File: src/rtl/inst_fetch_unit_pkg.sv
// Shared definitions for the instruction fetch unit: widths, reset PC, NOP encoding,
// FSM state encodings and next-PC select codes.
package inst_fetch_unit_pkg;

  localparam int          IFU_XLEN         = 32;
  localparam int          REG_BUS_W        = IFU_XLEN;
  localparam logic [31:0] RESET_PC_DEFAULT = 32'h8000_0000;
  localparam logic [31:0] NOP_INST         = 32'h0000_0013;

  typedef enum logic [2:0] {
    IFU_IDLE = 3'd0,
    IFU_REQ  = 3'd1,
    IFU_WAIT = 3'd2,
    IFU_HOLD = 3'd3,
    IFU_HALT = 3'd4
  } ifu_state_e;

  typedef enum logic [1:0] {
    PC_HOLD  = 2'd0,
    PC_INC   = 2'd1,
    PC_REDIR = 2'd2
  } pc_sel_e;

endpackage

File: src/rtl/inst_fetch_pc_gen.sv
// Program counter register with next-PC selection: hold, sequential +4 (wrapping),
// or redirect target.
module inst_fetch_pc_gen
  import inst_fetch_unit_pkg::*;
#(
  parameter int              XLEN     = IFU_XLEN,
  parameter logic [XLEN-1:0] RESET_PC = XLEN'(RESET_PC_DEFAULT)
) (
  input  logic            clk,
  input  logic            rst_n,
  input  pc_sel_e         sel_i,
  input  logic [XLEN-1:0] redirect_pc_i,
  output logic [XLEN-1:0] pc_o
);

  logic [XLEN-1:0] pc_d;
  logic [XLEN-1:0] pc_q;

  always_comb begin
    pc_d = pc_q;
    case (sel_i)
      PC_INC:   pc_d = pc_q + XLEN'(4);
      PC_REDIR: pc_d = redirect_pc_i;
      default:  pc_d = pc_q;
    endcase
  end

  always_ff @(posedge clk or negedge rst_n) begin
    if (!rst_n) pc_q <= RESET_PC;
    else        pc_q <= pc_d;
  end

  assign pc_o = pc_q;

endmodule

File: src/rtl/inst_fetch_unit.sv
// Instruction fetch unit: single-outstanding imem request/response, valid/ready to decode,
// redirect and sticky halt. Optional misaligned-PC trap under macro IFU_ALIGN_CHECK_EN.
module inst_fetch_unit
  import inst_fetch_unit_pkg::*;
#(
  parameter int              XLEN     = IFU_XLEN,
  parameter logic [XLEN-1:0] RESET_PC = XLEN'(RESET_PC_DEFAULT)
) (
  input  logic            clk,
  input  logic            rst_n,
  output logic            imem_req_valid,
  input  logic            imem_req_ready,
  output logic [XLEN-1:0] imem_req_addr,
  input  logic            imem_rsp_valid,
  input  logic [XLEN-1:0] imem_rsp_data,
  output logic [XLEN-1:0] inst,
  output logic [XLEN-1:0] inst_pc,
  output logic            inst_valid,
  input  logic            inst_ready,
  input  logic            redirect_valid,
  input  logic [XLEN-1:0] redirect_pc,
  input  logic            halt,
  output logic            halted,
  output logic            fetch_fault
);

  ifu_state_e      state_q, state_d;
  logic            kill_q, kill_d;
  logic            hpend_q, hpend_d;
  logic [XLEN-1:0] inst_q, inst_d;
  logic [XLEN-1:0] inst_pc_q, inst_pc_d;
  logic            inst_valid_q, inst_valid_d;
  pc_sel_e         pc_sel;
  logic [XLEN-1:0] pc;
  logic            misalign;

  inst_fetch_pc_gen #(
    .XLEN     (XLEN),
    .RESET_PC (RESET_PC)
  ) u_pc_gen (
    .clk           (clk),
    .rst_n         (rst_n),
    .sel_i         (pc_sel),
    .redirect_pc_i (redirect_pc),
    .pc_o          (pc)
  );

`ifdef IFU_ALIGN_CHECK_EN
  logic fault_q;
  assign misalign = |pc[1:0];

  always_ff @(posedge clk or negedge rst_n) begin
    if (!rst_n)                                  fault_q <= 1'b0;
    else if ((state_q == IFU_REQ) && misalign)   fault_q <= 1'b1;
    else                                         fault_q <= fault_q;
  end

  assign fetch_fault = fault_q;
`else
  assign misalign    = 1'b0;
  assign fetch_fault = 1'b0;
`endif

  always_ff @(posedge clk or negedge rst_n) begin
    if (!rst_n) begin
      state_q      <= IFU_IDLE;
      kill_q       <= 1'b0;
      hpend_q      <= 1'b0;
      inst_q       <= XLEN'(NOP_INST);
      inst_pc_q    <= RESET_PC;
      inst_valid_q <= 1'b0;
    end else begin
      state_q      <= state_d;
      kill_q       <= kill_d;
      hpend_q      <= hpend_d;
      inst_q       <= inst_d;
      inst_pc_q    <= inst_pc_d;
      inst_valid_q <= inst_valid_d;
    end
  end

  // Priority in every state: halt, then redirect, then normal flow.
  always_comb begin
    state_d      = state_q;
    kill_d       = kill_q;
    hpend_d      = hpend_q;
    inst_d       = inst_q;
    inst_pc_d    = inst_pc_q;
    inst_valid_d = inst_valid_q;
    pc_sel       = PC_HOLD;
    case (state_q)
      IFU_IDLE: state_d = halt ? IFU_HALT : IFU_REQ;
      IFU_REQ: begin
        if (misalign) begin
          state_d = IFU_HALT;
        end else if (imem_req_ready) begin
          state_d = IFU_WAIT;
          if (halt) begin
            hpend_d = 1'b1;
          end else if (redirect_valid) begin
            kill_d = 1'b1;
            pc_sel = PC_REDIR;
          end else begin
            kill_d = 1'b0;
          end
        end else if (halt) begin
          state_d = IFU_HALT;
        end else if (redirect_valid) begin
          pc_sel = PC_REDIR;
        end else begin
          pc_sel = PC_HOLD;
        end
      end
      IFU_WAIT: begin
        if (imem_rsp_valid) begin
          if (halt || hpend_q) begin
            state_d = IFU_HALT;
            kill_d  = 1'b0;
          end else if (kill_q || redirect_valid) begin
            kill_d  = 1'b0;
            state_d = IFU_REQ;
            pc_sel  = redirect_valid ? PC_REDIR : PC_HOLD;
          end else begin
            inst_d       = imem_rsp_data;
            inst_pc_d    = pc;
            inst_valid_d = 1'b1;
            state_d      = IFU_HOLD;
          end
        end else if (halt || hpend_q) begin
          hpend_d = 1'b1;
        end else if (redirect_valid) begin
          kill_d = 1'b1;
          pc_sel = PC_REDIR;
        end else begin
          kill_d = kill_q;
        end
      end
      IFU_HOLD: begin
        if (halt) begin
          inst_valid_d = 1'b0;
          state_d      = IFU_HALT;
        end else if (redirect_valid) begin
          inst_valid_d = 1'b0;
          pc_sel       = PC_REDIR;
          state_d      = IFU_REQ;
        end else if (inst_ready) begin
          inst_valid_d = 1'b0;
          pc_sel       = PC_INC;
          state_d      = IFU_REQ;
        end else begin
          inst_valid_d = 1'b1;
        end
      end
      IFU_HALT: state_d = IFU_HALT;
      default:  state_d = IFU_IDLE;
    endcase
  end

  always_comb begin
    imem_req_valid = (state_q == IFU_REQ) && !misalign;
    halted         = (state_q == IFU_HALT);
  end

  assign imem_req_addr = pc;
  assign inst          = inst_q;
  assign inst_pc       = inst_pc_q;
  assign inst_valid    = inst_valid_q;

endmodule

File: config.mk
export PLATFORM = sky130hd
export DESIGN_NAME = inst_fetch_unit
export DESIGN_NICKNAME = d
export VERILOG_FILES = /design/src/rtl/inst_fetch_unit_pkg.sv /design/src/rtl/inst_fetch_pc_gen.sv /design/src/rtl/inst_fetch_unit.sv
export SDC_FILE = /design/constraint.sdc
export NUM_CORES = 1
export LEC_CHECK = 0
export CAP_MARGIN = 25
export CELL_PAD_IN_SITES_DETAIL_PLACEMENT = 2
export CELL_PAD_IN_SITES_GLOBAL_PLACEMENT = 2
export CORE_MARGIN = 5
export CORE_UTILIZATION = 31
export DETAILED_ROUTE_END_ITERATION = 6
export PLACE_DENSITY = 0.87
export SETUP_SLACK_MARGIN = 0.15
export SLEW_MARGIN = 20
export SYNTH_ARGS = -nofsm -noshare
export SYNTH_HDL_FRONTEND = slang
export SYNTH_HIERARCHICAL = 1
export SYNTH_SLANG_ARGS = --single-unit
File: constraint.sdc
create_clock -name clk -period 5.1 [get_ports clk]
set_input_delay 1.275 -clock clk [delete_from_list [all_inputs] [get_ports clk]]
set_output_delay 1.275 -clock clk [all_outputs]
set_load 0.05 [all_outputs]
==> metrics.md, run 1 <==
| Metric | Value |
|---|---|
| Global route total overflow | `0` |
| Warnings from Yosys | `6` |
| Final setup violation count | `0` |
| Synthesized area | `5157 um2` |
| Max clock buf depth | `2` |
| CP max-delay cell | `clkdlybuf4s50_1` |
| CP Buf/Inv Count | `1` |
| Final Cycle Share | `0.7279` |
| CP startpoint kind | `flip-flop` |
| CTS root buffer | `clkbuf_16` |
| Final setup TNS | `0 ns` |
| Top_reg_cell synth | `dfrtp_1` |
| Worst setup EP type | `output port` |
| Drt pass-1 iters | `4` |
| Nets | `665` |
| Max-slew headroom | `0.4619` |
| Clock sinks | `102` |
| Layout area overhead | `42.07%` |
| Worst path max stage delay | `0.92 ns` |
| RR Endpoint | `u_pc_gen/pc_o[31]` |
| Post-Route WL | `about 17000 um` |
| Cts-stage hold buffer count | `0` |
| Final Util | `0.4450` |
| Design area | `approximately 7300 um2` |
| Yosys top cell by area | `dfrtp_1` |
| Status | `finished clean` |
| First-pass GRT wire length | `27770 um` |
| Hold endpoint | `inst_pc[7]` |
| CTS resizes | `0` |
| Most frequent cell after synthesis | `dfrtp_1` |
| Synth area leaders | `dfrtp_1 47%, mux2_4 17%, dfstp_2 2.5%` |
| Via count | `4182` |
| Initial Util | `0.3132` |
| Worst skew pair latency | `0.35 ns` |
| Flop2flop setup slack | `around 2.3 ns` |
| Share of the synthesized area in the top cell type | `0.4706` |
| Final Skew | `roughly 0.0065 ns` |
| Pwr/cell area | `270.2 nW/um2` |
| Top post-synthesis cells by count | `97 x dfrtp_1, 60 x mux2_4, 26 x nor2_1` |
| Synthesized area per cell | `11.97 um2` |
| Core Region | `16470 um2` |
| Postcts setup bufs | `0` |
| Launching point of the worst reg2reg path | `state_q[1]` |
| DIE WIDTH | `139.0 um` |
| Slew Viols, Final | `0` |
| Sequential cell area fraction in the yosys report | `0.4961` |
| Max_cap viols | `0` |
| Tot GR Track Use | `0.1786` |
| Launch point of the worst hold path | `inst_pc[7]` |
| DP HPWL | `12480 um` |
| Async set-reset flop share out of synthesis | `1.000` |
| Via density per instance | `5.119` |
| Die height | `139.0 um` |
| Required @ worst endpoint | `3.83 ns` |
| Worst EP arrival | `~2.4 ns` |
| DIE AREA | `roughly 19000 um2` |
| Leak pwr | `0.003226 uW` |
| Syn_nets | `504` |
| Crit-path leading delay family | `buffers and inverters` |
| Fmax | `approximately 270 MHz` |
| Number of enable flip-flop cells after synthesis | `0` |
| Drt drc | `0` |
| Rows | `47` |
| Min-Delay Path Class | `reg2reg` |
| Hold Vio Cnt, Final | `0` |
| Average wire per standard cell | `21.02 um` |
| Crit-path max FO | `13` |
| Layout cells sized above 1 | `0.1876` |
| Number of antenna violations at the first check in global routing | `0` |
| Cell-by-cell trace of the critical path | `nor3b_1, clkdlybuf4s50_1` |
| Clock-pin slew on the worst setup and hold paths | `0.07 ns` |
| Post-synth cell types | `61` |
| R2R depth | `10` |
| Slew @ Worst Pin | `0.8071 ns` |
| VDD IR max | `0.1454 mV` |
| Setup CP Type | `reg2out` |
| Top Ports | `171` |
| Syn Inst Count | `431` |
| CTS tree | `built` |
| PortBufs | `169` |
| Vias in the first global route | `4747` |
| Pin count of the biggest net entering global routing | `75` |
| Tmin final | `~3.7 ns` |
| Placed inst area | `6999 um2` |
| Placer Congestion | `0.8442` |
| Register bit total from synthesis | `102` |
| Hold Path Depth | `1` |
| Diode count | `0` |
| Final ANT Viol Nets | `0` |
| Clock buffer count from CTS | `9` |
| 1st-iter DRT viols | `~150` |
| RSZ-0062 raised after global routing | `false` |
| CTS H-tree lvls | `3` |
-- power by group --
part	internal, uW	switching, uW
clock	396	318
sequential	845	61.0
combinational	151	210
-- worst register-to-register path, cell delays in order, from the launching register on --
cell	delay (ns)
dfrtp_1	0.50
nor2b_1	0.33
and4_1	0.27
inv_1	0.05
ha_1	0.29
buf_4	0.40
nand2b_1	0.34
o22ai_1	0.18
nor4_1	0.21
a2bb2oi_1	0.10
nand2_1	0.08
-- sequential cells by signal (all words and copies together), names as in the netlist --
register       flops
state_q            3
inst_valid         1
inst_pc           32
hpend_q            1
kill_q             1
inst              32
u_pc_gen/pc_o     32
-- layer usage --
| layer | part of all wire | track usage |
|---|---|---|
| met5 | 0 | 0 |
| met4 | 0.010 | 0.04171 |
| met3 | 0.045 | 0.04552 |
| met2 | 0.51 | 0.3127 |
| met1 | 0.43 | 0.2217 |
-- placed cells by master, fill, tap and decap left out, types with 9 or more instances in the layout --
master and instances:
clkbuf_16 9, mux2_4 60, nor2_1 26, a21oi_1 22
dfrtp_1 97, nand3_1 16, and3_1 9, a22oi_1 10
clkdlybuf4s50_1 168, inv_1 9, nand2_1 25, o21ai_0 23
-- metrics by stage --
step	instances	power [uW]	worst slack [ns]	hold slack (ns)
2_1_floorplan	431	1100	1.957	0.5507
3_5_place_dp	800	1280	1.122	0.4957
4_1_cts	816	2004	1.359	0.5168
3_3_place_gp	800	1263	1.340	0.4923
5_1_grt	817	2073	1.239	0.5299
6_report	817	1980	1.388	0.5140
-- kinds of logic (layout without fill, tap and decap cells) --
logic type	after synthesis	count (layout)	synth area share
compound gates	96	96	0.1213
fa+ha+maj	2	2	0.004851
buf+inv	36	202	0.03978
flops	102	102	0.4961
mux	69	69	0.1941
other cells	1	1	0.0007271
simple gates	125	125	0.1431
-- layout make-up --
| cell class | instances | area, um2 |
|---|---|---|
| Tap cell | 220 | 275.3 |
| Timing Repair Buffer | 176 | 1762 |
| Clock inverter | 5 | 57.56 |
| Inverter | 10 | 37.54 |
| Clock buffer | 11 | 242.7 |
| Fill cell | 1697 | 9139 |
| Multi-Input combinational cell | 293 | 2394 |
| Sequential cell | 102 | 2559 |
-- worst max path at each step --
stage                     slack (ns)  startpoint           endpoint  cells past startpoint
after floorplan                 1.96  state_q[1]     imem_req_valid                      2
after global placement          1.34        halt  u_pc_gen/pc_o[31]                     11
after detailed placement        1.12        halt  u_pc_gen/pc_o[31]                     11
after CTS                       1.36  state_q[0]     imem_req_valid                      2
after global routing            1.24  state_q[0]     imem_req_valid                      2
final                           1.39  state_q[0]     imem_req_valid                      2
(Power assumes the default switching activity.)
==> run 2: changes to the inputs <==
- CORE_UTILIZATION: 31 -> 29
- PLACE_DENSITY: 0.87 -> 0.82
- clock period: 5.1 -> 3.85 ns (I/O delays scaled with it)
==> run 2 against run 1 <==
Wire length is 4.4% higher; critical endpoint is now u_pc_gen/pc_o[29]; die area is 6.4% higher; clock power increased by 39%; final cell count increased by 1.2%; global-route usage decreased by 0.30 points.
==> metrics.md, run 2 (synthesized netlist as in run 1, its figures left out) <==
| Metric | Value |
|---|---|
| CTS H-tree lvls | `3 (unchanged)` |
| Clock sinks | `102 (unchanged)` |
| Placer Congestion | `0.7799 (was 0.8442)` |
| Launch point of the worst hold path | `inst_pc[10] (was inst_pc[7])` |
| Pwr Total | `2679 uW (was 1980 uW)` |
| Die height | `143.4 um (was 139.0 um)` |
| Combinational share of power | `0.182 (about the same)` |
| Pin count of the biggest net entering global routing | `62 (was 75)` |
| Max-slew headroom | `0.4270 (was 0.4619)` |
| Setup CP Type | `in2reg (was reg2out)` |
| Tmin final | `3.173 ns` |
| CTS resizes | `0 (unchanged)` |
| Vias in the first global route | `4694 (was 4747)` |
| Final Cycle Share | `0.8242` |
| Clock buffer count from CTS | `9 (unchanged)` |
| PortBufs | `169 (unchanged)` |
| Met2 usage | `0.3000 (was 0.3127)` |
| VDD IR max | `0.1960 mV (was 0.1454 mV)` |
| Most frequent cells in the layout | `168 x clkdlybuf4s50_1, 97 x dfrtp_1, 60 x mux2_4 (unchanged)` |
| Top Ports | `171 (unchanged)` |
| Worst skew pair latency | `0.36 ns (was 0.35 ns)` |
| Met3 Usage GRT | `0.03028 (was 0.04552)` |
| CTS tree | `built (unchanged)` |
| Cts-stage hold buffer count | `0 (unchanged)` |
| 1st-iter DRT viols | `191 (was 147)` |
| CP startpoint | `halt (was state_q[0])` |
| Slew Viols, Final | `0 (unchanged)` |
| Layout cells sized above 1 | `0.1960 (was 0.1876)` |
| DIE WIDTH | `143.4 um (was 139.0 um)` |
| Status | `finished clean (unchanged)` |
| Final Util | `0.4242 (was 0.4450)` |
| Tot GR Track Use | `0.1756 (was 0.1786)` |
| Sequential share of power | `0.448 (was 0.457)` |
| Pwr/cell area | `363.9 nW/um2 (was 270.2 nW/um2)` |
| Register area | `2559 um2 (unchanged)` |
| Postcts setup bufs | `0 (unchanged)` |
| Nets | `670 (was 665)` |
| Leak pwr | `0.003241 uW (was 0.003226 uW)` |
| CTS root buffer | `clkbuf_16 (unchanged)` |
| Crit-path max FO | `38 (was 13)` |
| Gr busiest metal | `met2 (unchanged)` |
| Number of antenna violations at the first check in global routing | `0 (unchanged)` |
| Fmax | `roughly 320 MHz` |
| Slew @ Worst Pin | `0.8595 ns (was 0.8071 ns)` |
| Final setup violation count | `0 (unchanged)` |
| Clock-pin slew on the worst setup and hold paths | `0.08 ns (was 0.07 ns)` |
| Final ANT Viol Nets | `0 (unchanged)` |
| Via count | `4240 (was 4182)` |
| Core Region | `17360 um2 (was 16470 um2)` |
| Drt pass-1 iters | `4 (unchanged)` |
| Sw Pwr | `839.1 uW (was 588.8 uW)` |
| RSZ-0062 raised after global routing | `false (unchanged)` |
| DP HPWL | `13250 um (was 12480 um)` |
| First-pass GRT wire length | `28210 um (was 27770 um)` |
| CP startpoint kind | `input pin (was flip-flop)` |
| Max clock buf depth | `2 (unchanged)` |
| Worst EP arrival | `3.40 ns (was 2.44 ns)` |
| Hold Vio Cnt, Final | `0 (unchanged)` |
| Met1 Resource Use GR | `0.2320 (was 0.2217)` |
| Most common library cell in the layout ignoring fill and taps | `clkdlybuf4s50_1 (unchanged)` |
| Average wire per standard cell | `21.68 um (was 21.02 um)` |
| Rows | `48 (was 47)` |
| Launching point of the worst reg2reg path | `state_q[1] (unchanged)` |
| Int Pwr | `1840 uW (was 1391 uW)` |
| Via density per instance | `5.127 (was 5.119)` |
| Layout area overhead | `42.75% (was 42.07%)` |
| Worst setup EP type | `flip-flop (was output port)` |
| Initial Util | `0.2971 (was 0.3132)` |
| # fillers | `1776 (was 1697)` |
| Required @ worst endpoint | `4.07 ns (was 3.83 ns)` |
| Max_cap viols | `0 (unchanged)` |
| Diode count | `0 (unchanged)` |
| Multi-input logic area | `2394 um2 (unchanged)` |
| Global route total overflow | `0 (unchanged)` |
| Clock Power Share | `0.370 (was 0.361)` |
| Sw Share | `0.3132 (was 0.2974)` |
| DIE AREA | `20550 um2 (was 19320 um2)` |
| Final setup TNS | `0 ns (unchanged)` |
| Drt drc | `0 (unchanged)` |
| Final Skew | `0.01145 ns (was 0.006494 ns)` |
| Min-Delay Path Class | `reg2reg (unchanged)` |
| Post-Route WL | `17930 um (was 17170 um)` |
run 2: cell type report:
cell class              count  area share
well taps                 225     0.03824
multi-input cells         293      0.3251
flip-flops and latches    102      0.3476
clock inverters             7     0.01173
inverters                  10    0.005099
clock buffers               9     0.03059
repair buffers            181      0.2417
run 2: power by group through the flow:
stage,clock network [uW],registers [uW],logic [uW]
finish,992,1200,488
global route,1070,1210,515
CTS,1020,1200,496
detailed placement,0,1220,490
global placement,0,1210,465
floorplan,0,1310,145
run 2: worst max-delay path: stages:
cell and delay (ns):
clkdlybuf4s50_1 0.58, nor2_1 0.26, nand2_1 0.09, nor2_1 0.11, ha_1 0.18, buf_4 0.39
nand2b_1 0.24, nor2_1 0.19, a21oi_1 0.09, a22oi_1 0.20, nand2_1 0.10
run 2: routing by layer:
metal	up-vias	wire length, um
met5	-	0
met4	0	192
met3	12	780
met2	98	9067
met1	2208	7890
li1	1922	-
run 2: path summary, 6_finish.rpt:
| kind | depth (start not counted) | slack [ns] | end |
|---|---|---|---|
| worst min-delay path | 1 | 0.51 | inst_pc[10] |
| max in group asynchronous | 2 | 2.18 | inst_pc[31] |
| worst max register to register | 10 | 1.13 | u_pc_gen/pc_o[29] |
| worst max-delay path | 11 | 0.68 | u_pc_gen/pc_o[29] |
| worst min register to register | 1 | 0.51 | inst_pc[10] |
| min in group asynchronous | 1 | 0.68 | inst[7] |
run 2: metrics by stage:
step	hold slack (ns)	worst slack (ns)	instance area (um2)	std cells
after floorplan	0.5507	1.019	5157	431
after global placement	0.4909	0.5069	7051	811
after detailed placement	0.4948	0.3300	7051	811
after CTS	0.5153	0.6763	7362	827
after global routing	0.5214	0.4455	7362	827
final	0.5077	0.6769	7362	827
